**src/rtl/arb3_sched.sv**
```systemverilog
// Three-way request arbiter (a, b, c) for one shared resource. Fixed-priority or
// round-robin selection, with a bounded hold time under contention and registered outputs.
module arb3_sched #(
  parameter int MAX_HOLD = 8,
  parameter int CNT_W    = 4
) (
  input  logic       clk,
  input  logic       rst_n,
  input  logic       a,
  input  logic       b,
  input  logic       c,
  input  logic       rr_en,
  output logic [2:0] gnt,
  output logic [1:0] gnt_code,
  output logic       busy,
  output logic       preempt
);

  typedef enum logic {
    S_IDLE  = 1'b0,
    S_GRANT = 1'b1
  } state_t;

  localparam logic [CNT_W-1:0] HOLD_MAX = CNT_W'(MAX_HOLD);
  localparam logic [CNT_W-1:0] CNT_ONE  = CNT_W'(1);

  // Handshake: requests are levels sampled at each rising edge. A requester holds its
  // request until gnt shows it as owner and drops it to release. gnt/gnt_code/busy/preempt
  // all change only on clock edges (or immediately on reset).

  state_t           state_q, state_d;
  logic [2:0]       gnt_q, gnt_d;
  logic [1:0]       code_q, code_d;
  logic             busy_q, busy_d;
  logic             preempt_q, preempt_d;
  logic [CNT_W-1:0] cnt_q, cnt_d;
  logic [2:0]       last_q, last_d;
  logic [2:0]       mask_q, mask_d;

  logic [2:0] req;
  logic [2:0] cand;
  logic [2:0] win;
  logic       owner_req;
  logic       other_req;

  // Picks one requester from r. Round-robin starts the search just after the last owner;
  // when the last owner was C the round-robin order coincides with fixed priority.
  function automatic logic [2:0] pick(input logic [2:0] r, input logic rr,
                                      input logic [2:0] last);
    logic [2:0] w;
    w = 3'b000;
    if (!rr || last == 3'b001) begin
      if (r[2])      w = 3'b100;
      else if (r[1]) w = 3'b010;
      else if (r[0]) w = 3'b001;
    end else if (last == 3'b100) begin
      if (r[1])      w = 3'b010;
      else if (r[0]) w = 3'b001;
      else if (r[2]) w = 3'b100;
    end else begin
      if (r[0])      w = 3'b001;
      else if (r[2]) w = 3'b100;
      else if (r[1]) w = 3'b010;
    end
    return w;
  endfunction

  function automatic logic [1:0] encode(input logic [2:0] g);
    logic [1:0] e;
    unique case (g)
      3'b100:  e = 2'b11;
      3'b010:  e = 2'b10;
      3'b001:  e = 2'b01;
      default: e = 2'b00;
    endcase
    return e;
  endfunction

  assign req       = {a, b, c};
  assign cand      = req & ~mask_q;
  assign win       = pick(cand, rr_en, last_q);
  assign owner_req = |(req & gnt_q);
  assign other_req = |(req & ~gnt_q);

  always_comb begin
    state_d   = state_q;
    gnt_d     = gnt_q;
    cnt_d     = cnt_q;
    last_d    = last_q;
    mask_d    = mask_q;
    preempt_d = 1'b0;
    unique case (state_q)
      S_IDLE: begin
        // The mask only ever shields one arbitration after a forced release.
        mask_d = 3'b000;
        if (|cand) begin
          state_d = S_GRANT;
          gnt_d   = win;
          cnt_d   = CNT_ONE;
        end
      end
      S_GRANT: begin
        if (!owner_req) begin
          state_d = S_IDLE;
          gnt_d   = 3'b000;
          cnt_d   = '0;
          last_d  = gnt_q;
        end else if (cnt_q == HOLD_MAX && other_req) begin
          state_d   = S_IDLE;
          gnt_d     = 3'b000;
          cnt_d     = '0;
          last_d    = gnt_q;
          mask_d    = gnt_q;
          preempt_d = 1'b1;
        end else if (cnt_q != HOLD_MAX) begin
          cnt_d = cnt_q + CNT_ONE;
        end
      end
      default: begin
        state_d = S_IDLE;
        gnt_d   = 3'b000;
        cnt_d   = '0;
      end
    endcase
    code_d = encode(gnt_d);
    busy_d = (state_d == S_GRANT);
  end

  always_ff @(posedge clk or negedge rst_n) begin
    if (!rst_n) begin
      state_q   <= S_IDLE;
      gnt_q     <= 3'b000;
      code_q    <= 2'b00;
      busy_q    <= 1'b0;
      preempt_q <= 1'b0;
      cnt_q     <= '0;
      last_q    <= 3'b001;
      mask_q    <= 3'b000;
    end else begin
      state_q   <= state_d;
      gnt_q     <= gnt_d;
      code_q    <= code_d;
      busy_q    <= busy_d;
      preempt_q <= preempt_d;
      cnt_q     <= cnt_d;
      last_q    <= last_d;
      mask_q    <= mask_d;
    end
  end

  assign gnt      = gnt_q;
  assign gnt_code = code_q;
  assign busy     = busy_q;
  assign preempt  = preempt_q;

  a_gnt_onehot0: assert property (@(posedge clk) disable iff (!rst_n) $onehot0(gnt_q));
  a_code_match:  assert property (@(posedge clk) disable iff (!rst_n) code_q == encode(gnt_q));
  a_busy_match:  assert property (@(posedge clk) disable iff (!rst_n) busy_q == (|gnt_q));
  a_pre_pulse:   assert property (@(posedge clk) disable iff (!rst_n)
                                  preempt_q |-> (gnt_q == 3'b000) ##1 !preempt_q);

endmodule
```
**config.mk**
```make
export PLATFORM = sky130hd
export DESIGN_NAME = arb3_sched
export DESIGN_NICKNAME = d
export VERILOG_FILES = /design/src/rtl/arb3_sched.sv
export SDC_FILE = /design/constraint.sdc
export NUM_CORES = 1
export LEC_CHECK = 0
export CORE_MARGIN = 1
export CORE_UTILIZATION = 53
export DETAILED_ROUTE_END_ITERATION = 8
export GPL_ROUTABILITY_DRIVEN = 0
export PLACE_DENSITY = 0.76
export SLEW_MARGIN = 20
export SYNTH_ARGS = -nofsm -noshare
export SYNTH_HDL_FRONTEND = slang
export SYNTH_SLANG_ARGS = --single-unit
```
**constraint.sdc**
```tcl
create_clock -name clk -period 2 [get_ports clk]
set_input_delay 0.6 -clock clk [delete_from_list [all_inputs] [get_ports clk]]
set_output_delay 0.6 -clock clk [all_outputs]
set_load 0.01 [all_outputs]
```
==> impl_metrics.py <==
metrics = {
    "status": {
        "outcome": "completed",
    },
    "worst_setup_path": {
        "cpMaxStageDelayCell": "clkdlybuf4s50_1",
        "reg2reg_from": "last_q[0]",
        "cp_max_fo": 4,
        "path_cells": "clkdlybuf4s50_1",
        "crit_arrival_ns": 1.31,
        "crit_path_start": "gnt[1]",
        "path_class": "reg -> out",
        "crit_family": "buffers and inverters",
        "reg2regPathDepth": 6,
        "worst_setup_path_start_kind": "register",
        "cpPeakStageDelay_ns": 0.57,
        "end_kind": "primary output",
        "crit_required_ns": 1.40,
        "r2r_end": "gnt_code[1]",
        "reg2reg_setup_slack_ns": 0.17,
        "critPathBufInv": 1,
    },
    "sta": {
        "hold_viol_final": 0,
        "tightest_slew_ns": 0.458,
        "worst_slack_ns": 0.0928,
        "holdWs_ns": 0.490,
        "finalSetupViolCount": 0,
        "clock_skew_ns": 0.00414,
        "fin_crit_sh_pct": 95.4,
        "rsz0062_at_grt": "no",
        "maxSlewHeadroom_pct": 69.2,
        "fin_setup_tns_ns": 0,
        "fin_crit_ns": 1.91,
        "fmax_mhz": 524,
        "slew_violations": 0,
    },
    "placement": {
        "io_buffers": 12,
        "pre_cts_ws_ns": -0.418,
        "dp.cells": 156,
        "post_dp_cell_area_sq_mm": 0.00128,
        "hpwl_mm": 1.76,
    },
    "min_path": {
        "holdPathEnd": "cnt_q[3]",
        "hp-class": "reg -> reg",
        "min_delay_path_depth": 1,
        "min_from": "cnt_q[3]",
    },
    "cts": {
        "h-tree-depth": 1,
        "cts_buffers": 3,
        "cts_tree": "done",
        "root_buffer": "clkbuf_4",
        "clk_path_buf_depth": 2,
        "clkTransAtPathRegs_ns": 0.10,
        "clock_sinks": 17,
        "insertion_delay_ns": 0.30,
        "post-cts-setup-buffers": 0,
        "hold_buffers": 0,
    },
    "routing": {
        "viasPerCell": 5.49,
        "drcViolationCount": 0,
        "routed_wl_mm": 2.31,
        "vias": 879,
        "first_iter_violations": 32,
        "dr.pass1.iters": 4,
        "wl_per_cell_microns": 14.4,
        "ant_nets": 0,
    },
    "power": {
        "p_int_uw": 988,
        "ir_drop_mv": 0.988,
        "seqPwrFrac_pct": 34.1,
        "p_total_mw": 1.65,
        "clock_power_share_pct": 11.4,
        "p_switching_uw": 662,
        "p_per_area_mw_per_mm2": 1250,
        "combPwrFrac_pct": 54.4,
        "leakagePower_nw": 0.587,
        "switching_share_pct": 40.1,
    },
    "floorplan": {
        "core_area_sq_mm": 0.00176,
        "start_util_pct": 57.8,
        "die_y_microns": 45.9,
        "ios": 13,
        "die-area_sq_mm": 0.00210,
        "dieWidth_microns": 45.9,
        "num_rows": 15,
    },
    "global_route": {
        "grt_use_total_pct": 24.9,
        "overflow": 0,
        "grt_max_degree": 19,
        "grt_antenna_before_repair": 0,
        "grt_pass1_wl_mm": 3.64,
        "grt_pass1_vias": 796,
    },
    "synth": {
        "synth_area_leaders": "dfrtp_1, o21ai_0, nand2_1, a221oi_4, dfstp_2",
        "async_flop_share_pct": 100,
        "synth.most_common_cell": "dfrtp_1",
        "syn_nets": 112,
        "syn_area_sq_mm": 0.00102,
        "synthCells": 104,
        "synth_warnings": 0,
        "ys_seq_area_share_pct": 41.8,
        "syn_area_per_cell_sq_um": 9.81,
        "synthFlopType": "dfrtp_1",
        "synthDistinctLibCells": 39,
        "synth_area_leader_cell": "dfrtp_1",
        "yosys.area.top_type_share_pct": 39.3,
        "synth_commonest_cells": "dfrtp_1, nand2_1, o21ai_0, a21oi_1, nor2_1",
        "synth_edf_count": 0,
        "ys_ff_latch": 17,
    },
    "finish": {
        "area_growth_pct": 29.4,
        "diodes": 0,
        "final_util_pct": 74.8,
        "stdcell_count": 160,
        "drive_gt1_share_pct": 31.9,
        "design_area_sq_mm": 0.00132,
        "fin_nets": 144,
    },
    "job": {
        "maxCapViolCount": 0,
    },
}
-- cell type report --
type / instances / area, sq um
Multi-Input combinational cell: 81 / 569
Tap cell: 25 / 31.3
Inverter: 4 / 15.0
Fill cell: 148 / 444
Sequential cell: 17 / 429
Clock inverter: 1 / 5.00
Clock buffer: 3 / 22.5
Timing Repair Buffer: 29 / 248
-- kinds of logic after synthesis --
kind of cell | Yosys count | share of synthesized area, %
compound gates | 31 | 25.0
xor+xnor | 2 | 1.72
fa+ha+maj | 2 | 2.45
buf+inv | 6 | 2.94
flops | 17 | 41.8
mux | 2 | 2.21
simple gates | 44 | 23.8
-- worst max-delay path by stage --
stage               cells past startpoint          end  slack, ns
floorplan                               6  gnt_code[0]       0.09
global placement                        7  gnt_code[0]      -0.39
detailed placement                      7  gnt_code[0]      -0.42
CTS                                     7  gnt_code[0]      -0.06
global route                            7  gnt_code[0]       0.03
finish                                  1       gnt[1]       0.09
-- layout by cell type, fill, tap and decap left out, types with 2 or more instances in the layout --
cell,instances
a21boi_0,3
a21oi_1,5
and2_1,3
and2b_2,2
buf_4,17
clkbuf_4,3
clkdlybuf4s50_1,9
dfrtp_1,14
dfrtp_2,2
dlygate4sd2_1,2
ha_1,2
inv_1,4
mux2_2,2
nand2_1,13
nand2_2,2
nand3_1,4
nand4_1,2
nor2_1,5
nor2b_1,3
nor2b_2,2
o21ai_0,10
or2b_2,2
xnor2_1,2
-- layer usage --
layer / part of all wire [%] / GRT usage, % / wire, microns / vias to the layer above
met4: 1.4 / 11.2 / 33 / 0
met1: 46 / 33.4 / 1060 / 412
met2: 48 / 38.0 / 1110 / 22
met5: 0 / 0 / 0 / -
met3: 4.7 / 5.56 / 108 / 6
li1: - / - / - / 439
-- timing repair --
action | in CTS | in global routing
gates resized for setup | 4 | 5
pin swaps | 4 | 3
gates cloned | 0 | 0
endpoints found under the setup margin | 5 | 11
-- registers in the layout (all words and copies together) (netlist names) --
name      cells
busy          1
last_q        3
preempt       1
gnt_code      2
mask_q        3
gnt           3
cnt_q         4
-- power by group through the flow --
stage | sequential [mW] | clock, mW | combinational (mW)
after floorplan | 0.571 | 0 | 0.533
after global placement | 0.559 | 0 | 0.861
after detailed placement | 0.564 | 0 | 0.881
after CTS | 0.557 | 0.198 | 0.895
after global routing | 0.575 | 0.214 | 0.983
final | 0.564 | 0.189 | 0.898
No activity file was read; power rests on OpenSTA's default activity.
